==> src/rtl/atmega_tim_icp_pkg.sv <==
// Shared definitions for the 16-bit input-capture timer.
// Holds the default register addresses, the register bit positions and the clock-select encodings.
// The clock-select encodings match the ones the 8-bit timers use.
package atmega_tim_icp_pkg;

  localparam int BUS_ADDR_IO_LEN   = 6;
  localparam int BUS_ADDR_DATA_LEN = 8;

  localparam logic [BUS_ADDR_DATA_LEN-1:0] TCCR_ADDR_DEF  = 8'h81;
  localparam logic [BUS_ADDR_DATA_LEN-1:0] TCNTL_ADDR_DEF = 8'h84;
  localparam logic [BUS_ADDR_DATA_LEN-1:0] TCNTH_ADDR_DEF = 8'h85;
  localparam logic [BUS_ADDR_DATA_LEN-1:0] ICRL_ADDR_DEF  = 8'h86;
  localparam logic [BUS_ADDR_DATA_LEN-1:0] ICRH_ADDR_DEF  = 8'h87;
  localparam logic [BUS_ADDR_DATA_LEN-1:0] TIMSK_ADDR_DEF = 8'h6F;
  localparam logic [BUS_ADDR_IO_LEN-1:0]   TIFR_ADDR_DEF  = 6'h16;

  // TCCR fields
  localparam int CS_LSB   = 0;
  localparam int CS_MSB   = 2;
  localparam int ICES_BIT = 6;
  localparam int ICNC_BIT = 7;
  // TIFR / TIMSK fields
  localparam int TOV_BIT  = 0;
  localparam int ICF_BIT  = 5;
  localparam int TOIE_BIT = 0;
  localparam int ICIE_BIT = 5;

  typedef enum logic [2:0] {
    CS_STOP    = 3'd0,
    CS_CLK     = 3'd1,
    CS_CLK8    = 3'd2,
    CS_CLK64   = 3'd3,
    CS_CLK256  = 3'd4,
    CS_CLK1024 = 3'd5,
    CS_STOP6   = 3'd6,
    CS_STOP7   = 3'd7
  } cs_t;

  // An IO-space register is also visible in data space 'h20 higher.
  function automatic logic [BUS_ADDR_DATA_LEN-1:0] io_alias(input logic [BUS_ADDR_IO_LEN-1:0] a);
    logic [BUS_ADDR_DATA_LEN-1:0] r;
    r = '0;
    r[BUS_ADDR_IO_LEN-1:0] = a;
    return r + 8'h20;
  endfunction

endpackage

==> src/rtl/atmega_tim_icp_if.sv <==
// IO-space and data-space register bus shared by the timers.
// Single-cycle accesses: a write is committed on the clock edge, and read data is combinational.
// No backpressure; every access completes in the cycle it is presented.
interface atmega_tim_icp_if;
  import atmega_tim_icp_pkg::*;

  logic [BUS_ADDR_IO_LEN-1:0]   addr_io;
  logic                         wr_io;
  logic                         rd_io;
  logic [7:0]                   bus_io_in;
  logic [7:0]                   bus_io_out;

  logic [BUS_ADDR_DATA_LEN-1:0] addr_dat;
  logic                         wr_dat;
  logic                         rd_dat;
  logic [7:0]                   bus_dat_in;
  logic [7:0]                   bus_dat_out;

  modport master (
    output addr_io, wr_io, rd_io, bus_io_in, addr_dat, wr_dat, rd_dat, bus_dat_in,
    input  bus_io_out, bus_dat_out
  );

  modport slave (
    input  addr_io, wr_io, rd_io, bus_io_in, addr_dat, wr_dat, rd_dat, bus_dat_in,
    output bus_io_out, bus_dat_out
  );
endinterface

==> src/rtl/atmega_icp_filter.sv <==
// Capture-pin conditioning: a 2-flop synchronizer, an optional 4-sample noise canceller, and an edge detector.
// The capture strobe is asserted 2 cycles after the first sample with the canceller off, and 5 cycles after it with the canceller on.
// No backpressure; the strobe lasts exactly one cycle.
module atmega_icp_filter (
  input  logic clk,
  input  logic rst,
  input  logic icp,
  input  logic icnc,
  input  logic ices,
  output logic capture
);

  logic       sync1, sync2;
  logic       filt, filt_d;
  logic [1:0] cnt;

  // Bring the asynchronous pin into the clk domain
  always_ff @(posedge clk) begin
    if (rst) begin
      sync1 <= 1'b0;
      sync2 <= 1'b0;
    end else begin
      sync1 <= icp;
      sync2 <= sync1;
    end
  end

  // Filtered level: follows sync2 directly, or only after 4 consecutive differing samples
  always_ff @(posedge clk) begin
    if (rst) begin
      filt <= 1'b0;
      cnt  <= '0;
    end else if (!icnc) begin
      filt <= sync2;
      cnt  <= '0;
    end else if (sync2 == filt) begin
      cnt  <= '0;
    end else if (cnt == 2'd3) begin
      filt <= sync2;
      cnt  <= '0;
    end else begin
      cnt  <= cnt + 2'd1;
    end
  end

  // Delayed copy for edge detection
  always_ff @(posedge clk) begin
    if (rst) filt_d <= 1'b0;
    else     filt_d <= filt;
  end

  // Only a change of the filtered level can fire, so toggling ICES or ICNC alone never captures
  always_comb begin
    capture = ices ? (filt & ~filt_d) : (~filt & filt_d);
  end

endmodule

==> src/rtl/atmega_tim_icp.sv <==
// 16-bit timer with input capture, an overflow flag, TEMP-latched 16-bit register access, and interrupt requests.
// A capture updates ICR/ICF 3 cycles after the pin is first sampled, or 6 cycles with the canceller enabled; register reads are combinational.
// No backpressure; bus accesses complete in a single cycle.
module atmega_tim_icp
  import atmega_tim_icp_pkg::*;
#(
  parameter logic [BUS_ADDR_DATA_LEN-1:0] TCCR_ADDR  = TCCR_ADDR_DEF,
  parameter logic [BUS_ADDR_DATA_LEN-1:0] TCNTL_ADDR = TCNTL_ADDR_DEF,
  parameter logic [BUS_ADDR_DATA_LEN-1:0] TCNTH_ADDR = TCNTH_ADDR_DEF,
  parameter logic [BUS_ADDR_DATA_LEN-1:0] ICRL_ADDR  = ICRL_ADDR_DEF,
  parameter logic [BUS_ADDR_DATA_LEN-1:0] ICRH_ADDR  = ICRH_ADDR_DEF,
  parameter logic [BUS_ADDR_DATA_LEN-1:0] TIMSK_ADDR = TIMSK_ADDR_DEF,
  parameter logic [BUS_ADDR_IO_LEN-1:0]   TIFR_ADDR  = TIFR_ADDR_DEF
) (
  input  logic              rst,
  input  logic              clk,
  input  logic              clk8,
  input  logic              clk64,
  input  logic              clk256,
  input  logic              clk1024,
  atmega_tim_icp_if.slave   bus,
  input  logic              icp,
  output logic              tov_int,
  input  logic              tov_int_rst,
  output logic              icf_int,
  input  logic              icf_int_rst
);

  localparam logic [BUS_ADDR_DATA_LEN-1:0] TIFR_DAT_ADDR = io_alias(TIFR_ADDR);

  logic [7:0]  tccr, timsk, temp, tifr_val, tifr_clr;
  logic [15:0] tcnt, icr;
  logic        tov, icf;
  logic [3:0]  pclk_d;
  logic        tick, ovf, capture;
  logic        wr_tccr, wr_tcntl, wr_tcnth, wr_timsk, rd_tcntl, rd_icrl;
  cs_t         cs;

  atmega_icp_filter u_filter (
    .clk     (clk),
    .rst     (rst),
    .icp     (icp),
    .icnc    (tccr[ICNC_BIT]),
    .ices    (tccr[ICES_BIT]),
    .capture (capture)
  );

  // Bus write/read decode and the write-one-to-clear mask for TIFR
  always_comb begin
    wr_tccr  = bus.wr_dat && (bus.addr_dat == TCCR_ADDR);
    wr_tcntl = bus.wr_dat && (bus.addr_dat == TCNTL_ADDR);
    wr_tcnth = bus.wr_dat && (bus.addr_dat == TCNTH_ADDR);
    wr_timsk = bus.wr_dat && (bus.addr_dat == TIMSK_ADDR);
    rd_tcntl = bus.rd_dat && (bus.addr_dat == TCNTL_ADDR);
    rd_icrl  = bus.rd_dat && (bus.addr_dat == ICRL_ADDR);
    tifr_clr = '0;
    if (bus.wr_io && (bus.addr_io == TIFR_ADDR))      tifr_clr = tifr_clr | bus.bus_io_in;
    if (bus.wr_dat && (bus.addr_dat == TIFR_DAT_ADDR)) tifr_clr = tifr_clr | bus.bus_dat_in;
  end

  // Registered copies of the prescaler clocks for rising-edge detection
  always_ff @(posedge clk) begin
    if (rst) pclk_d <= '0;
    else     pclk_d <= {clk1024, clk256, clk64, clk8};
  end

  // Count tick from the clock select
  always_comb begin
    cs   = cs_t'(tccr[CS_MSB:CS_LSB]);
    tick = 1'b0;
    case (cs)
      CS_CLK:     tick = 1'b1;
      CS_CLK8:    tick = clk8    & ~pclk_d[0];
      CS_CLK64:   tick = clk64   & ~pclk_d[1];
      CS_CLK256:  tick = clk256  & ~pclk_d[2];
      CS_CLK1024: tick = clk1024 & ~pclk_d[3];
      default:    tick = 1'b0;
    endcase
    // A TCNTL write overrides both the increment and the wrap
    ovf = tick && !wr_tcntl && (tcnt == 16'hFFFF);
  end

  // Control and mask registers
  always_ff @(posedge clk) begin
    if (rst) begin
      tccr  <= '0;
      timsk <= '0;
    end else begin
      if (wr_tccr)  tccr  <= bus.bus_dat_in;
      if (wr_timsk) timsk <= bus.bus_dat_in;
    end
  end

  // Counter: a software load has priority over the increment
  always_ff @(posedge clk) begin
    if (rst)           tcnt <= '0;
    else if (wr_tcntl) tcnt <= {temp, bus.bus_dat_in};
    else if (tick)     tcnt <= tcnt + 16'd1;
  end

  // TEMP: loaded by a high-byte write, or latched from the high byte when a low byte is read
  always_ff @(posedge clk) begin
    if (rst)           temp <= '0;
    else if (wr_tcnth) temp <= bus.bus_dat_in;
    else if (rd_tcntl) temp <= tcnt[15:8];
    else if (rd_icrl)  temp <= icr[15:8];
  end

  // Capture register snapshots the pre-increment count
  always_ff @(posedge clk) begin
    if (rst)          icr <= '0;
    else if (capture) icr <= tcnt;
  end

  // Flags: a hardware set wins over a software clear or a vector acknowledge
  always_ff @(posedge clk) begin
    if (rst) begin
      tov <= 1'b0;
      icf <= 1'b0;
    end else begin
      if (ovf)                                 tov <= 1'b1;
      else if (tifr_clr[TOV_BIT] || tov_int_rst) tov <= 1'b0;
      if (capture)                             icf <= 1'b1;
      else if (tifr_clr[ICF_BIT] || icf_int_rst) icf <= 1'b0;
    end
  end

  // Interrupt requests and combinational register readback
  always_comb begin
    tifr_val          = '0;
    tifr_val[TOV_BIT] = tov;
    tifr_val[ICF_BIT] = icf;
    tov_int = !rst && tov && timsk[TOIE_BIT];
    icf_int = !rst && icf && timsk[ICIE_BIT];

    bus.bus_io_out = '0;
    if (bus.rd_io && !rst && (bus.addr_io == TIFR_ADDR)) bus.bus_io_out = tifr_val;

    bus.bus_dat_out = '0;
    if (bus.rd_dat && !rst) begin
      case (bus.addr_dat)
        TCCR_ADDR:     bus.bus_dat_out = tccr;
        TCNTL_ADDR:    bus.bus_dat_out = tcnt[7:0];
        TCNTH_ADDR:    bus.bus_dat_out = temp;
        ICRL_ADDR:     bus.bus_dat_out = icr[7:0];
        ICRH_ADDR:     bus.bus_dat_out = temp;
        TIMSK_ADDR:    bus.bus_dat_out = timsk;
        TIFR_DAT_ADDR: bus.bus_dat_out = tifr_val;
        default:       bus.bus_dat_out = '0;
      endcase
    end
  end

endmodule

==> src/flat_wrapper.sv <==
// flat-port wrapper written by rule: the top's interface ports become plain ports
module atmega_tim_icp_flat import atmega_tim_icp_pkg::*;
#(
  parameter logic [BUS_ADDR_DATA_LEN-1:0] TCCR_ADDR  = TCCR_ADDR_DEF,
  parameter logic [BUS_ADDR_DATA_LEN-1:0] TCNTL_ADDR = TCNTL_ADDR_DEF,
  parameter logic [BUS_ADDR_DATA_LEN-1:0] TCNTH_ADDR = TCNTH_ADDR_DEF,
  parameter logic [BUS_ADDR_DATA_LEN-1:0] ICRL_ADDR  = ICRL_ADDR_DEF,
  parameter logic [BUS_ADDR_DATA_LEN-1:0] ICRH_ADDR  = ICRH_ADDR_DEF,
  parameter logic [BUS_ADDR_DATA_LEN-1:0] TIMSK_ADDR = TIMSK_ADDR_DEF,
  parameter logic [BUS_ADDR_IO_LEN-1:0]   TIFR_ADDR  = TIFR_ADDR_DEF
)
  (rst, clk, clk8, clk64, clk256, clk1024, icp, tov_int, tov_int_rst, icf_int, icf_int_rst, bus_addr_io, bus_wr_io, bus_rd_io, bus_bus_io_in, bus_addr_dat, bus_wr_dat, bus_rd_dat, bus_bus_dat_in, bus_bus_io_out, bus_bus_dat_out);
  atmega_tim_icp_if bus_i ();
  input  logic rst;
  input  logic clk;
  input  logic clk8;
  input  logic clk64;
  input  logic clk256;
  input  logic clk1024;
  input  logic icp;
  output logic tov_int;
  input  logic tov_int_rst;
  output logic icf_int;
  input  logic icf_int_rst;
  input wire logic [$bits(bus_i.addr_io)-1:0] bus_addr_io;
  input wire logic [$bits(bus_i.wr_io)-1:0] bus_wr_io;
  input wire logic [$bits(bus_i.rd_io)-1:0] bus_rd_io;
  input wire logic [$bits(bus_i.bus_io_in)-1:0] bus_bus_io_in;
  input wire logic [$bits(bus_i.addr_dat)-1:0] bus_addr_dat;
  input wire logic [$bits(bus_i.wr_dat)-1:0] bus_wr_dat;
  input wire logic [$bits(bus_i.rd_dat)-1:0] bus_rd_dat;
  input wire logic [$bits(bus_i.bus_dat_in)-1:0] bus_bus_dat_in;
  output wire logic [$bits(bus_i.bus_io_out)-1:0] bus_bus_io_out;
  output wire logic [$bits(bus_i.bus_dat_out)-1:0] bus_bus_dat_out;
  assign bus_i.addr_io = bus_addr_io;
  assign bus_i.wr_io = bus_wr_io;
  assign bus_i.rd_io = bus_rd_io;
  assign bus_i.bus_io_in = bus_bus_io_in;
  assign bus_i.addr_dat = bus_addr_dat;
  assign bus_i.wr_dat = bus_wr_dat;
  assign bus_i.rd_dat = bus_rd_dat;
  assign bus_i.bus_dat_in = bus_bus_dat_in;
  assign bus_bus_io_out = bus_i.bus_io_out;
  assign bus_bus_dat_out = bus_i.bus_dat_out;
  atmega_tim_icp #(.TCCR_ADDR(TCCR_ADDR), .TCNTL_ADDR(TCNTL_ADDR), .TCNTH_ADDR(TCNTH_ADDR), .ICRL_ADDR(ICRL_ADDR), .ICRH_ADDR(ICRH_ADDR), .TIMSK_ADDR(TIMSK_ADDR), .TIFR_ADDR(TIFR_ADDR)) u_core (.rst(rst), .clk(clk), .clk8(clk8), .clk64(clk64), .clk256(clk256), .clk1024(clk1024), .bus(bus_i), .icp(icp), .tov_int(tov_int), .tov_int_rst(tov_int_rst), .icf_int(icf_int), .icf_int_rst(icf_int_rst));
endmodule
==> config.mk <==
export PLATFORM = sky130hd
export DESIGN_NAME = atmega_tim_icp_flat
export DESIGN_NICKNAME = d
export VERILOG_FILES = /design/src/rtl/atmega_tim_icp_pkg.sv /design/src/rtl/atmega_tim_icp_if.sv /design/src/rtl/atmega_icp_filter.sv /design/src/rtl/atmega_tim_icp.sv /design/src/flat_wrapper.sv
export SDC_FILE = /design/constraint.sdc
export NUM_CORES = 1
export LEC_CHECK = 0
export ABC_CLOCK_PERIOD_IN_PS = 3800
export BUFFER_PORTS_ARGS = -buffer_cell sky130_fd_sc_hd__clkbuf_2
export CAP_MARGIN = 20
export CORE_MARGIN = 1.5
export CORE_UTILIZATION = 61
export DETAILED_ROUTE_END_ITERATION = 7
export HOLD_SLACK_MARGIN = 0.15
export PLACE_DENSITY_LB_ADDON = 0.08
export SYNTH_ARGS = -nofsm -noshare
export SYNTH_HDL_FRONTEND = slang
export SYNTH_HIERARCHICAL = 1
export SYNTH_SLANG_ARGS = --single-unit
==> constraint.sdc <==
create_clock -name clk -period 3.8 [get_ports clk]
set_clock_uncertainty 0.05 [all_clocks]
set_input_delay 0.76 -clock clk [delete_from_list [all_inputs] [get_ports clk]]
set_output_delay 0.76 -clock clk [all_outputs]
set_load 0.03 [all_outputs]
==> results of run 1 <==
-- logic make-up (layout without fill, tap and decap cells) --
logic type,after synthesis,after routing,share of synthesized area [%]
and+or+nand+nor,156,156,22.6
AOI/OAI and AO/OA,95,95,19.4
DFF,68,68,37.3
muxes,43,43,12.0
buffers and inverters,40,76,6.06
xor gates and xnor gates,8,8,1.92
adders and majority gates,2,2,0.685
other,1,6,0.103
-- through the flow --
step / hold WS, ps / cells / power [mW] / setup WS (ps)
finish: 401 / 529 / 1.38 / 395
global route: 416 / 529 / 1.43 / 228
CTS: 404 / 529 / 1.39 / 469
detailed placement: 381 / 513 / 0.827 / 487
global placement: 368 / 513 / 0.826 / 553
floorplan: 355 / 418 / 0.792 / 618
-- state kept, by name, summed over array words and instances, names as in the netlist, 2 cells and up --
signal / count
u_core/tccr: 8
u_core/pclk_d: 4
u_core/temp: 8
u_core/icr: 16
u_core/timsk: 8
u_core/u_filter/cnt: 2
u_core/tcnt: 16
-- metal layers --
| metal | vias to the layer above | global-route usage (%) |
|---|---|---|
| li1 | 1577 | - |
| met1 | 1621 | 40.5 |
| met2 | 129 | 49.2 |
| met3 | 10 | 5.57 |
| met4 | 0 | 12.2 |
| met5 | - | 0 |
-- power by group through the flow --
stage	clock network (mW)	logic, mW	registers (mW)
after detailed placement	0	0.0906	0.736
after floorplan	0	0.0565	0.735
after global routing	0.613	0.0982	0.720
after CTS	0.575	0.0910	0.720
final	0.567	0.0921	0.720
after global placement	0	0.0895	0.736
-- cells in the final DEF (no fill, tap or decap), types with 5 or more instances in the layout --
cell      Yosys  final
buf_4         8      6
a311oi_1      5      5
nor2_1       54     54
nand2b_1      6      6
mux2_2        6      6
clkbuf_2      0     48
nand4_1       6      6
conb_1        1      6
a211oi_1     14     14
or3_1         5      5
mux2i_1      37     37
inv_1         6      6
clkbuf_8      0      9
dfxtp_1      68     68
o22ai_1       6      6
o21ai_0      17     16
nand2_1      33     33
nand3_1      11     11
nor2b_1       7      7
xnor2_1       7      7
a22oi_1      11     11
a21oi_1      16     16
-- final timing paths --
| path | from | depth (start not counted) | to |
|---|---|---|---|
| worst min register to register | u_core/u_filter/sync1 | 1 | u_core/u_filter/sync2 |
| worst max-delay path | bus_addr_dat[0] | 6 | bus_bus_dat_out[2] |
| worst min-delay path | u_core/u_filter/sync1 | 1 | u_core/u_filter/sync2 |
| worst max register to register | u_core/tccr[1] | 5 | u_core/tcnt[11] |
-- area by class of cell --
cell class                 instances  area, um^2  share of cell area [%]
sequential                        68        1360                    33.7
inverter                           6        22.5                   0.557
clock buffer                      11         131                    3.25
clock inverter                     5        52.6                    1.30
tap                               75        93.8                    2.32
multi-input combinational        310        2090                    51.8
timing repair buffer              54         285                    7.06
-- critical path, cell delays in order --
cell and delay (ps):
clkbuf_2 250, nor4b_1 730, o21ai_0 200, a21o_1 280
a21oi_1 150, clkbuf_2 220
==> impl_metrics.toml, run 1 <==
[grt]
antenna_found_initial = 0
grt_usage_pct = 30.7
grt_pass1_vias = 2983
grt_max_degree = 59
grt_pass1_wl_mm = 14.9
grt_overflow = 0

[placed_design]
post_dp_cell_area_um2 = 3860
portBuffers = 48
routabilityCongestion = 0.883
dp_hpwl_mm = 6.54

[yosys]
async_flop_share_pct = 0
yosys.area.top_type = "dfxtp_1"
yosysSeqAreaShare_pct = 37.3
yosys-top-cells-area = "dfxtp_1 37%, mux2i_1 10%, nor2_1 5.5%, nand2_1 3.4%, a211oi_1 2.9%"
postSynthAreaPerCell_um2 = 8.85
synth_top_area_share_pct = 37.3
syn_area_um2 = 3650
synthCells = 413
synth_edf_count = 0
ys_ff_latch = 68
synthMostInstantiatedCell = "dfxtp_1"
yosysWarnings = 6
synth.distinct_cells = 66
synth_common_cells = "68 x dfxtp_1, 54 x nor2_1, 37 x mux2i_1"
ys.flop_type = "dfxtp_1"

[floorplan]
dieArea_um2 = 6460
num_rows = 28
die_w_um = 80.4
initial_core_util_pct = 62.4
core_area_um2 = 5850
die_h_um = 80.4
io_pins = 61

[drt]
vias = 3337
firstDrtPassIters = 6
drc_errors = 0
ant_nets = 0
drtIter0Drc = 313
post_drt_via_cell_ratio = 6.31
met3WireLength_um = 565
highest_layer = "met4"
avgRoutedWirePerCell_um = 17.8
met2WireLength_mm = 4.60
wl_met1_mm = 4.12
routed_wirelength_mm = 9.40

[cells_and_area]
fin_nets = 494
area.growth.synth_to_final_pct = 10.6
insertedDiodeCount = 0
fin_area_um2 = 4040
drive_gt1_share_pct = 19.8
fillCellCount = 493
final_util_pct = 69.1

[worst_setup_path]
worstSetupPathType = "in -> out"
crit_arrival_ps = 2600
cp.required_ps = 2990
r2r_slack_ps = 1520
startpoint_type = "primary input"
endpoint_kind = "output port"
crit_path_max_fanout = 21

[timing]
hold_violations = 0
fmax_mhz = 294
slew_violations = 0
setup_tns_ps = 0
max_slew.worst_pin.slew_ps = 1070
final.min_clock_period_ps = 3410
post-route-period-util_pct = 89.6
setup_violations = 0
rsz0062_at_grt = "no"
slew_headroom_pct = 28.1

[clock_tree]
clk_path_buf_depth = 2
cts_resized = 0
cts_tree = "yes"
clk_pin_slew_ps = 70
cts.sinks = 68
cts_root_buffer = "clkbuf_8"
cts_buffers = 9
hold_buffers = 0
cts_max_level = 3
post_cts_buffers = 0
insertion_delay_ps = 330

[pwr]
switching_share_pct = 24.0
p_switching_mw = 0.332
internal_power_mw = 1.05
pwr-share-clk_pct = 41.1
comb_power_share_pct = 6.7
p_leak_nw = 1.49
ir_drop_mv = 0.240
cellPowerDensity_nw_per_um2 = 341
p_seq_share_pct = 52.2

[job]
drv_cap = 0

[outcome]
status = "complete, no violations"

[worst_hold_path]
worst_hold_path_type = "reg -> reg"
Note: power is estimated with default switching activity, not from simulation.
==> run 2: changes to the inputs <==
--- a/config.mk
+++ b/config.mk
@@ -5,11 +5,11 @@
 export SDC_FILE = /design/constraint.sdc
 export NUM_CORES = 1
 export LEC_CHECK = 0
-export ABC_CLOCK_PERIOD_IN_PS = 3800
+export ABC_CLOCK_PERIOD_IN_PS = 2950
 export BUFFER_PORTS_ARGS = -buffer_cell sky130_fd_sc_hd__clkbuf_2
 export CAP_MARGIN = 20
 export CORE_MARGIN = 1.5
-export CORE_UTILIZATION = 61
+export CORE_UTILIZATION = 51
 export DETAILED_ROUTE_END_ITERATION = 7
 export HOLD_SLACK_MARGIN = 0.15
 export PLACE_DENSITY_LB_ADDON = 0.08
==> constraint.sdc (replaced) <==
create_clock -name clk -period 2.95 [get_ports clk]
set_clock_uncertainty 0.05 [all_clocks]
set_input_delay 0.59 -clock clk [delete_from_list [all_inputs] [get_ports clk]]
set_output_delay 0.59 -clock clk [all_outputs]
set_load 0.03 [all_outputs]
==> run 2 against run 1 <==
  * Sequential share of layout area fell by 0.64 points
  * Cell count grew 5.1%
  * Utilization shrank 9.1 points
  * Global-route usage fell by 4.5 points
  * Non-clock buffer count grew 6
  * Register-to-register slack got worse by 560 ps
  * Critical path type unchanged
  * Largest cell class unchanged
==> impl_metrics.toml, run 2 (synthesis gave the netlist of run 1 again) <==
[clock_tree]
cts_max_level = 3
cts_tree = "yes"
cts_root_buffer = "clkbuf_8"
insertion_delay_ps = 360
cts.sinks = 68
cts_buffers = 9
clk_path_buf_depth = 2
clk_pin_slew_ps = 70

[worst_setup_path]
critPathLaunch = "bus_addr_dat[3]"
endpoint_kind = "output port"
crit_chain = "clkbuf_2 -> nor4_2 -> and4b_1 -> buf_4 -> a22oi_1 -> a21oi_1 -> clkbuf_2"
worstSetupPathType = "in -> out"
cp.required_ps = 2310
cp_slowest_cell = "nor4_2"
path_common_cell = "clkbuf_2"
worstReg2RegStart = "u_core/tccr[1]"
crit_arrival_ps = 2150
crit_path_max_incr_delay_ps = 430
startpoint_type = "primary input"
crit_path_max_fanout = 17

[pwr]
comb_power_share_pct = 7.1
p_switching_mw = 0.452
p_seq_share_pct = 53.2
cellPowerDensity_nw_per_um2 = 423
p_leak_nw = 1.51
ir_drop_mv = 0.270
pwr-share-clk_pct = 39.7
switching_share_pct = 25.9
internal_power_mw = 1.29

[floorplan]
num_rows = 30
initial_core_util_pct = 53.2
die_h_um = 87.6
dieArea_um2 = 7680
die_w_um = 87.6
io_pins = 61
core_area_um2 = 6870

[timing]
setup_violations = 0
whs_ps = 381
slew_violations = 0
setup_tns_ps = 0
hold_violations = 0
slew_headroom_pct = 51.9
final.min_clock_period_ps = 2790
fmax_mhz = 359
post-route-period-util_pct = 94.5
rsz0062_at_grt = "no"
max_slew.worst_pin.slew_ps = 721

[grt]
grt_max_degree = 66
grt_pass1_vias = 2903
grt_usage_pct = 26.2
grt_overflow = 0
grt_pass1_wl_mm = 15.0
antenna_found_initial = 0

[cells_and_area]
final_common_cell = "dfxtp_1"
final_cell_mix = "68 x dfxtp_1, 54 x nor2_1, 48 x clkbuf_2, 37 x mux2i_1, 33 x nand2_1"
area.sequential_um2 = 1360
fin_nets = 500
multiInputGateArea_um2 = 2090
area.growth.synth_to_final_pct = 12.7
fillCellCount = 628
reg_top3 = "u_core/icr: 16 flops, u_core/tcnt: 16 flops"
drive_gt1_share_pct = 21.5
insertedDiodeCount = 0

[drt]
firstDrtPassIters = 5
avgRoutedWirePerCell_um = 16.9
post_drt_via_cell_ratio = 5.81
vias = 3233
drc_errors = 0
routed_wirelength_mm = 9.41
ant_nets = 0
drtIter0Drc = 300

[placed_design]
portBuffers = 48
routabilityCongestion = 0.883
dp_hpwl_mm = 6.71

[outcome]
status = "complete, no violations"

[worst_hold_path]
min_from = "u_core/u_filter/cnt[0]"
worst_hold_path_type = "reg -> reg"

[job]
drv_cap = 0
run 2: timing repair:
item | in CTS | in global routing
hold buffers | 0 | 0
endpoints found under the setup margin | 0 | 1
gates resized for setup | 0 | 1
setup buffers | 0 | 0
run 2: power by group through the flow:
| stage | clock network (mW) | registers (mW) | logic, mW |
|---|---|---|---|
| global placement | 0 | 0.948 | 0.122 |
| global route | 0.744 | 0.928 | 0.134 |
| finish | 0.692 | 0.927 | 0.124 |
| floorplan | 0 | 0.947 | 0.0728 |
| CTS | 0.712 | 0.927 | 0.124 |
| detailed placement | 0 | 0.949 | 0.123 |
run 2: metal layers:
metal	wire, um	up-vias	track usage, %
met1	4240	1552	34.3
li1	-	1583	-
met3	438	15	6.88
met5	0	-	0
met2	4540	83	42.0
met4	198	0	8.80
run 2: through the flow:
stage          utilization (%)  worst slack (ps)  cells  total power [mW]  cell area [um^2]
6_report                  60.0               163    556              1.74              4120
5_1_grt                   60.0              40.3    556              1.81              4120
4_1_cts                   59.9               179    556              1.76              4120
3_5_place_dp              57.4               196    540              1.07              3940
3_3_place_gp              57.4               186    540              1.07              3940
2_1_floorplan                -               108    418              1.02              3670
run 2: path summary, 6_finish.rpt:
path / endpoint / slack [ps] / cells past startpoint
max reg2reg: u_core/tcnt[13] / 960 / 5
max: bus_bus_dat_out[2] / 160 / 7
min: u_core/u_filter/cnt[0] / 380 / 1
min reg2reg: u_core/u_filter/cnt[0] / 380 / 1
run 2: critical path, delay by kind of cell:
family	cells	cell delay, ps
and+or+nand+nor	2	680
buffers and inverters	3	550
AOI/OAI and AO/OA	2	330
run 2: cell type report:
class | count | area share, %
well taps | 96 | 2.92
inverters | 6 | 0.547
multi-input cells | 310 | 50.9
clock inverters | 6 | 0.972
repair buffers | 60 | 8.32
flip-flops and latches | 68 | 33.0
clock buffers | 10 | 3.34
